File: src/rtl/lc3b_types.sv
// lc3b_types: shared LC-3b pipeline types, hazard FSM states and bypass select codes
package lc3b_types;
  typedef enum logic [1:0] {RUN, MEM_WAIT, FAULT} lc3b_hazard_state;
  localparam logic [1:0] FWD_RF  = 2'b00;
  localparam logic [1:0] FWD_MEM = 2'b01;
  localparam logic [1:0] FWD_WB  = 2'b10;
endpackage

File: src/rtl/hazard_forward_unit_forward_match.sv
// forward_match: per-source bypass select and load-use term
module forward_match
  import lc3b_types::*;
#(
  parameter int REG_W = 3
) (
  input  logic [REG_W-1:0] src,
  input  logic             src_valid,
  input  logic             mem_valid,
  input  logic [REG_W-1:0] mem_dest,
  input  logic             mem_load_regfile,
  input  logic             mem_mem_read,
  input  logic             wb_valid,
  input  logic             wb_load_regfile,
  input  logic [REG_W-1:0] wb_dest,
  output logic [1:0]       sel,
  output logic             lu
);
  logic mem_hit, wb_hit;
  always_comb begin
    mem_hit = src_valid && mem_valid && mem_load_regfile && src == mem_dest;
    wb_hit  = src_valid && wb_valid && wb_load_regfile && src == wb_dest;
    sel     = mem_hit && !mem_mem_read ? FWD_MEM : wb_hit ? FWD_WB : FWD_RF;
    lu      = mem_hit && mem_mem_read;
  end
endmodule

File: src/rtl/hazard_forward_unit.sv
// hazard_forward_unit: operand bypass selects, load-use bubbles, MEM wait stalls with watchdog and stall counter
module hazard_forward_unit
  import lc3b_types::*;
#(
  parameter int NUM_SRC = 3,
  parameter int REG_W   = 3,
  parameter int CNT_W   = 16,
  parameter int TIMEOUT = 255
) (
  input  logic                          clk,
  input  logic                          reset_n,
  input  logic [NUM_SRC-1:0][REG_W-1:0] ex_src,
  input  logic [NUM_SRC-1:0]            ex_src_valid,
  input  logic                          ex_flush,
  input  logic                          mem_valid,
  input  logic [REG_W-1:0]              mem_dest,
  input  logic                          mem_load_regfile,
  input  logic                          mem_mem_read,
  input  logic                          mem_req,
  input  logic                          mem_resp,
  input  logic                          wb_valid,
  input  logic                          wb_load_regfile,
  input  logic [REG_W-1:0]              wb_dest,
  output logic [NUM_SRC-1:0][1:0]       fwd_sel,
  output logic                          stall_front,
  output logic                          stall_mem,
  output logic                          bubble_mem,
  output logic                          bubble_wb,
  output logic                          fault,
  output logic [CNT_W-1:0]              stall_cycles
);
  localparam int WD_W = $clog2(TIMEOUT + 1) + 1;
  lc3b_hazard_state state_q, state_d;
  logic [WD_W-1:0] wdog_q, wdog_d, wdog_inc;
  logic [CNT_W-1:0] cnt_q, cnt_d;
  logic [NUM_SRC-1:0][1:0] sel;
  logic [NUM_SRC-1:0] lu_src;
  logic lu, mem_busy, hold, wd_hit;
  for (genvar i = 0; i < NUM_SRC; i++) begin : g_src
    forward_match #(.REG_W(REG_W)) u_match (
      .src              (ex_src[i]),
      .src_valid        (ex_src_valid[i]),
      .mem_valid        (mem_valid),
      .mem_dest         (mem_dest),
      .mem_load_regfile (mem_load_regfile),
      .mem_mem_read     (mem_mem_read),
      .wb_valid         (wb_valid),
      .wb_load_regfile  (wb_load_regfile),
      .wb_dest          (wb_dest),
      .sel              (sel[i]),
      .lu               (lu_src[i])
    );
  end
  always_comb begin
    lu          = |lu_src && !ex_flush;
    mem_busy    = mem_valid && mem_req && !mem_resp;
    hold        = state_q == FAULT || (state_q == MEM_WAIT ? !mem_resp : mem_busy);
    wdog_inc    = wdog_q + 1'b1;
    wd_hit      = TIMEOUT != 0 && wdog_inc == WD_W'(TIMEOUT);
    state_d     = state_q == FAULT ? FAULT :
                  state_q == MEM_WAIT ? (mem_resp ? RUN : wd_hit ? FAULT : MEM_WAIT) :
                  mem_busy ? MEM_WAIT : RUN;
    wdog_d      = state_q == MEM_WAIT ? wdog_inc : '0;
    stall_front = reset_n && (hold || lu);
    stall_mem   = reset_n && hold;
    bubble_wb   = reset_n && hold;
    bubble_mem  = reset_n && lu && !hold;
    fwd_sel     = reset_n ? sel : '0;
    cnt_d       = stall_front && cnt_q != '1 ? cnt_q + 1'b1 : cnt_q;
    fault       = state_q == FAULT;
  end
  always_ff @(posedge clk) begin
    state_q <= !reset_n ? RUN : state_d;
    wdog_q  <= !reset_n ? '0 : wdog_d;
    cnt_q   <= !reset_n ? '0 : cnt_d;
  end
  assign stall_cycles = cnt_q;
endmodule
File: config.mk
export PLATFORM = sky130hd
export DESIGN_NAME = hazard_forward_unit
export DESIGN_NICKNAME = d
export VERILOG_FILES = /design/src/rtl/lc3b_types.sv /design/src/rtl/hazard_forward_unit_forward_match.sv /design/src/rtl/hazard_forward_unit.sv
export SDC_FILE = /design/constraint.sdc
export NUM_CORES = 1
export LEC_CHECK = 0
export BUFFER_PORTS_ARGS = -buffer_cell sky130_fd_sc_hd__buf_2
export CORE_MARGIN = 8
export CORE_UTILIZATION = 53
export CTS_BUF_LIST = sky130_fd_sc_hd__clkbuf_4
export DETAILED_ROUTE_END_ITERATION = 6
export GPL_TIMING_DRIVEN = 0
export PLACE_DENSITY = 0.83
export SYNTH_ARGS = -nofsm -noshare
export SYNTH_HDL_FRONTEND = slang
export SYNTH_SLANG_ARGS = --single-unit
File: constraint.sdc
create_clock -name clk -period 2.4 [get_ports clk]
set_input_delay 0 -clock clk [delete_from_list [all_inputs] [get_ports clk]]
set_output_delay 0 -clock clk [all_outputs]
set_load 0.01 [all_outputs]
; ---- Word level (Yosys, flattened, before mapping)
; Cells that the tools add are included.
[word_totals]
ff_bits = 27
input_bits = 28
out_inout_bits = 27
[classes]
n_addsub = 2
n_eq_ne = 10
n_mux = 13
bitwise_logic = 1
reduce_logical = 41
[ops]
columns = op, count
row1 = 1-bit logical AND, 32
row2 = 2-bit 2-to-1 mux, 10
row3 = 3-bit == test, 6
row4 = "16-bit by 1-bit adder with 16-bit output, second input constant", 1
row5 = "16-bit inequality test, second input constant", 1
row6 = "9-bit by 1-bit adder with 9-bit output, second input constant", 1
row7 = "9-bit by 8-bit == test with 1-bit output, second input constant", 1
row8 = 6-bit 2-to-1 mux, 1
row9 = 1-bit zero test, 4
row10 = 3-bit OR reduction, 1
row11 = "2-bit by 1-bit == test with 1-bit output, second input constant", 1
row12 = "2-bit == test, second input constant", 1
row13 = 1-bit logical OR, 2
row14 = 1-bit 2-to-1 mux, 2
row15 = 2-bit AND reduction, 1
row16 = 2-bit OR reduction, 1
row17 = 1-bit inverter, 1

; ---- Longest topological paths before layout
; Gate-level depths: netlist (run 1).
[depth]
ltp_word = 9
ltp_mapped = 9
ltp_nobuf = 7

; ---- Hierarchy
; Synthesis (run 1) repeated with hierarchy kept, for this count alone.
[unflattened]
hier_cells = 208
hier_area_um2 = 1700.4
[modules_own_cells]
columns = module, n_inst, cells_each, area_each_um2, seq_area_each_um2
row1 = hazard_forward_unit, 1, 166, 1392.6, 540.5
row2 = forward_match, 3, 14, 102.6, 0.0

; ---- Worst setup path after synthesis (run 1)
; OpenSTA, ideal clock, no wires.
[synth_timing]
kind = register -> register
from = register cnt_q[2], in the netlist stall_cycles[2]
to = register cnt_q[7], in the netlist stall_cycles[7]
arrival_time_ns = 1.862
slack_ns = 0.466
stages_incl_launch_ff = 6
n_path_buf = 1
period_less_slack_ns = 1.934
cell_sequence = dfxtp_1 -> and4_1 -> dlygate4sd3_1 -> nand4_1 -> or4_1 -> a21oi_1
[synth_between]
elab_chain_len = 2
elab_cells_between_ends = 3
cone_classes = add/sub (1) / eq/ne (1) / reduce/logical (1)
[synth_lines]
columns = item, line
row1 = "start, declared", hazard_forward_unit.sv:35  ; logic [CNT_W-1:0] cnt_q, cnt_d;
row2 = "start signal, assigned", hazard_forward_unit.sv:75  ; cnt_q <= !reset_n ? '0 : cnt_d;
row3 = "parallel branches: the longest is 2 deep, another holds 16-bit by 1-bit adder with 16-bit output", n/a
; Parallel ways; which one is timed is not known.
; A chain may end at the register's enable or synchronous reset.

; ---- Worst setup path in the final report (run 1)
[layout_timing]
from = register cnt_q[0], in the netlist stall_cycles[0]
to = register cnt_q[9], in the netlist stall_cycles[9]
; Same word-level chain as after synthesis.

==> results of run 1 <==
## sequential cells by signal, summed over array words and instances (netlist names)
signal	cells
stall_cycles	16
wdog_q	9
state_q	2
## Yosys cell counts, drive strengths merged, types with 3 or more instances
library cell,count,area share
a21oi,10,0.029
and3,4,0.015
and4,6,0.032
buf,3,0.013
clkbuf,4,0.027
dfxtp,27,0.31
ha,3,0.022
inv,6,0.013
mux2i,5,0.029
nand2,15,0.032
nand2b,4,0.014
nand3,16,0.046
nand4,6,0.022
nor2,18,0.039
nor3,7,0.020
nor4,3,0.011
o2111a,3,0.019
o21ai,4,0.012
o31ai,5,0.022
or4,10,0.050
xnor2,7,0.035
xor2,19,0.096
## placed cells by master (no fill, tap or decap), types with 4 or more instances in the layout
master    Yosys  routed
nor2_1       18      18
and4_1        5       5
or4_1         7       7
mux2i_1       5       5
xor2_1       19      19
nor3_1        7       7
inv_1         6       6
nand2b_1      4       4
a21oi_1      10      10
dfxtp_1      27      27
nand2_1      15      15
o31ai_1       5       5
buf_2         0      53
xnor2_1       7       7
nand3_1      16      16
o21ai_0       4       4
nand4_1       6       6
## worst max-delay path: stages, from the launching register on
cell and delay [ps]:
dfxtp_1 420, ha_1 180, and3_2 230, nand3_1 130, o32ai_1 440, clkbuf_8 260, clkbuf_8 170, nor4_1 60
o21a_1 170
## report_power, final
group | total, W | internal, W | switching, W
sequential | 0.000452 | 0.000450 | 0.00000183
clock | 0.000202 | 0.0000628 | 0.000139
combinational | 0.000127 | 0.0000556 | 0.0000710
## area by class of cell
class | count | share of cell area
multi-input cells | 163 | 0.521
clock inverters | 1 | 0.00238
flip-flops and latches | 27 | 0.257
well taps | 46 | 0.0274
clock buffers | 3 | 0.0107
repair buffers | 54 | 0.131
inverters | 7 | 0.0125
plain buffers | 8 | 0.0375
## repair_timing
action | CTS | global route
setup endpoints to repair | 0 | 0
endpoints found under the hold margin | 2 | 0
hold buffers | 1 | 0
## routing by layer
metal,track usage,wire [um],up-vias
li1,-,-,870
met4,0.0377,32,0
met1,0.169,1850,810
met3,0.0368,216,5
met5,0,0,-
met2,0.316,2300,35
## worst paths after layout
kind	startpoint	to	slack (ps)
hold / removal	reset_n	stall_cycles[14]	5
setup / recovery	stall_cycles[0]	stall_cycles[9]	240
hold reg to reg	wdog_q[0]	wdog_q[0]	500
setup reg to reg	stall_cycles[0]	stall_cycles[9]	240
## logic make-up (layout without fill, tap and decap cells)
family / after synthesis / after routing / share of synthesized area
AOI/OAI and AO/OA: 33 / 33 / 0.140
DFF: 27 / 27 / 0.311
adders and majority gates: 3 / 3 / 0.0216
muxes: 5 / 5 / 0.0288
buffers and inverters: 15 / 73 / 0.0604
xor gates and xnor gates: 26 / 26 / 0.131
and+or+nand+nor: 96 / 96 / 0.308
## through the flow
stage	util	power, W	setup slack (ps)
after CTS	0.650	0.000786	238
after floorplan	-	0.000533	466
after global placement	0.638	0.000584	357
final	0.650	0.000780	237
after global routing	0.650	0.000815	106
after detailed placement	0.638	0.000586	273
==> results.yml, run 1 <==
worst_setup_path:
  crit_path_start_kind: "register"
  required_ps: 2640
  criticalPathCategory: "reg2reg"
  end_kind: "register"
  arrival_ps: 2400
  rr_worst_depth: 8
  crit_fanout: 10
die:
  fp.dieH_um: 73.3
  die_area_um2: 5370
  num_rows: 21
  io_pins: 55
  start_util: 0.539
  fp.coreArea_um2: 3230
  die_w_um: 73.3
detailed_routing:
  drcViolationCount: 0
  drt_iter0_markers: 107
  postRouteAntennaNets: 0
  firstDrtPassIters: 4
  viasPerCell: 5.57
  vias: 1720
  drt_wl_total_um: 4400
  avgRoutedWirePerCell_um: 14.2
sta:
  slew_headroom: 0.713
  finalCritPeriodShare: 0.901
  finalCriticalPeriod_ps: 2160
  rsz0062_at_grt: "false"
  setup_tns_ps: 0
  max_clock_freq_mhz: 462
  tightest_slew_ps: 430
  drv_slew: 0
  setup_viol: 0
  fin_worst_skew_ps: 13.1
  whs_ps: 5.28
  hold_viol_final: 0
yosys:
  synth_ff_type: "dfxtp_1"
  yosys.cell_types.count: 44
  ys_warn_count: 0
  ys_ff_latch: 27
  synth_nets: 236
  synthArstFlopShare: 0
  syn_area_um2: 1740
  netlist_instances: 205
  synth_area_per_cell_um2: 8.49
  ys_seq_area_frac: 0.311
  synth_edf_count: 0
global_route:
  grt_pass1_vias: 1662
  overflow: 0
  grt_max_degree: 16
  grt_first_pass_wirelength_um: 7130
  grt_usage: 0.162
  antenna_found_initial: 0
cells_and_area:
  seqCellArea_um2: 541
  fin_nets: 295
  area_delta_synth_final_pct: 20.7
  antenna_cells: 0
  final_area_um2: 2100
  layout.cells.non_filler: 309
  fillCellCount: 304
  multi_input_area_um2: 1090
  layout-drive-gt1-share: 0.274
place:
  post-place-cells: 304
  place_hpwl_um: 3440
  post_dp_cell_area_um2: 2060
  gp_congestion: 0.953
  io_buffers: 53
clocking:
  post_cts_buffers: 0
  post_cts_resized: 0
  clk_pin_slew_ps: 150
  ctsLongestPathBuffers: 2
  cts_num_sinks: 27
  ctsRootBufferMaster: "clkbuf_4"
  htreeDepth: 1
  worst_skew_pair.late_latency_ps: 340
  cts_buffers: 3
  cts_tree: "built"
pwr:
  vdd_drop_max_v: 0.000370
  power_density_nw_per_um2: 371
  power_leakage_nw: 0.903
run_status:
  status: "finished clean"
min_path:
  holdPathStages: 3
  hold_path_class: "in2reg"
job:
  max_cap_violations: 0
Note: power is estimated with default switching activity, not from simulation.
==> run 2, diff against run 1 <==
- RECOVER_POWER: not set -> 100
==> run 2 against run 1 <==
  * The run now ends with negative hold slack left
  * Global-route usage did not move
  * Die area did not move
  * Sequential share of layout area rose by 0.60 points
  * Clock skew fell by 2.2 ps
  * Combinational power fell by 4%
  * Worst hold slack got worse by 6.2 ps
  * Routed wire length rose by 0.36%
  * Register-to-register slack got worse by 30 ps
  * Final cell count did not move
  * Total power fell by 0.48%
  * Critical path type unchanged
  * Largest cell class unchanged
  * Highest routed layer unchanged
==> results.yml, run 2 (synthesis gave the netlist of run 1 again) <==
run_status:
  status: "complete, but fails checks"
  violations: "negative hold slack"
cells_and_area:
  largest_reg_flops: 16
  antenna_cells: 0
  seqCellArea_um2: 541
  fin_nets: 295
  area_delta_synth_final_pct: 18.0
  final_cell_mix: "buf_2 (32), dfxtp_1 (27), clkbuf_1 (21)"
  layout-drive-gt1-share: 0.171
  multi_input_area_um2: 1070
  final_common_cell: "buf_2"
  fillCellCount: 320
pwr:
  combPwrFrac: 0.158
  pwr-share-seq: 0.582
  p_clk_frac: 0.260
  switchingPower_w: 0.000210
  vdd_drop_max_v: 0.000373
  p_int_w: 0.000566
  power_leakage_nw: 0.801
  power_density_nw_per_um2: 378
  p_sw_frac: 0.271
  finalPower_w: 0.000776
clocking:
  clk_pin_slew_ps: 150
  ctsLongestPathBuffers: 2
  post_cts_resized: 0
  cts_tree: "built"
  post_cts_buffers: 0
  cts_num_sinks: 27
  cts_buffers: 3
  htreeDepth: 1
  ctsRootBufferMaster: "clkbuf_4"
  worst_skew_pair.late_latency_ps: 340
die:
  fp.coreArea_um2: 3230
  die_area_um2: 5370
  fp.dieH_um: 73.3
  start_util: 0.539
  die_w_um: 73.3
  num_rows: 21
  io_pins: 55
min_path:
  hold_start: "reset_n"
  holdPathStages: 3
  hold_path_class: "in2reg"
worst_setup_path:
  arrival_ps: 2430
  required_ps: 2640
  startpoint: "stall_cycles[0]"
  crit_path_start_kind: "register"
  crit_fanout: 10
  r2r-start: "stall_cycles[0]"
  end_kind: "register"
  rr_worst_depth: 8
  criticalPathCategory: "reg2reg"
place:
  place_hpwl_um: 3440
  io_buffers: 53
  gp_congestion: 0.953
sta:
  max_clock_freq_mhz: 456
  drv_slew: 0
  tightest_slew_ps: 425
  slew_headroom: 0.716
  fin_worst_skew_ps: 10.9
  finalCritPeriodShare: 0.913
  setup_tns_ps: 0
  setup_viol: 0
  whs_ps: -0.947
  finalCriticalPeriod_ps: 2190
  rsz0062_at_grt: "false"
  hold_viol_final: 1
detailed_routing:
  vias: 1733
  firstDrtPassIters: 4
  avgRoutedWirePerCell_um: 14.3
  viasPerCell: 5.61
  drt_wl_total_um: 4420
  drcViolationCount: 0
  postRouteAntennaNets: 0
  drt_iter0_markers: 95
global_route:
  grt_usage: 0.162
  overflow: 0
  grt_pass1_vias: 1662
  grt_first_pass_wirelength_um: 7130
  antenna_found_initial: 0
  grt_max_degree: 16
job:
  max_cap_violations: 0
## run 2: cell count changes in the layout (fill, tap and decap cells not counted), sizes merged
cell and change:
buf -22, clkbuf +22
## run 2: final cells by class
type	count	area share
timing repair buffer	54	0.121
clock buffer	3	0.0110
multi-input combinational	163	0.523
inverter	7	0.0128
clock inverter	1	0.00244
tap	46	0.0280
buffer	8	0.0384
sequential	27	0.263
## run 2: path summary, 6_finish.rpt
check | end | slack (ps)
min reg2reg | wdog_q[0] | 500
min | stall_cycles[14] | -0.9
max reg2reg | stall_cycles[9] | 210
max | stall_cycles[9] | 210
## run 2: metrics by stage
| step | instance area (um2) | cells | utilization | worst slack (ps) |
|---|---|---|---|---|
| final | 2050 | 309 | 0.635 | 208 |
| after global routing | 2050 | 309 | 0.635 | 64.3 |
| after CTS | 2100 | 309 | 0.650 | 238 |
| after detailed placement | 2060 | 304 | 0.638 | 273 |
| after global placement | 2060 | 304 | 0.638 | 357 |
| after floorplan | 1740 | 205 | - | 466 |
## run 2: worst max-delay path: stages, from the launching register on
cell and delay, ps:
dfxtp_1 420, ha_1 180, and3_1 250, nand3_1 150, o32ai_1 440, clkbuf_8 260
clkbuf_8 170, nor4_1 60, o21a_1 170
## run 2: layer usage
layer | GRT usage | vias up | part of all wire
met5 | 0 | - | 0
met4 | 0.0377 | 0 | 0.0072
met3 | 0.0368 | 5 | 0.050
met2 | 0.316 | 36 | 0.52
met1 | 0.169 | 822 | 0.42
li1 | - | 870 | -
## run 2: repair_timing
action                                 CTS  global route
endpoints found under the hold margin    2             0
setup endpoints to repair                0             0
hold buffers                             1             0
## run 2: power groups by stage
stage | clock, W | sequential (W) | combinational, W
after global placement | 0 | 0.000461 | 0.000123
after global routing | 0.000225 | 0.000452 | 0.000133
after floorplan | 0 | 0.000461 | 0.0000716
final | 0.000202 | 0.000452 | 0.000122
after CTS | 0.000208 | 0.000452 | 0.000126
after detailed placement | 0 | 0.000461 | 0.000125
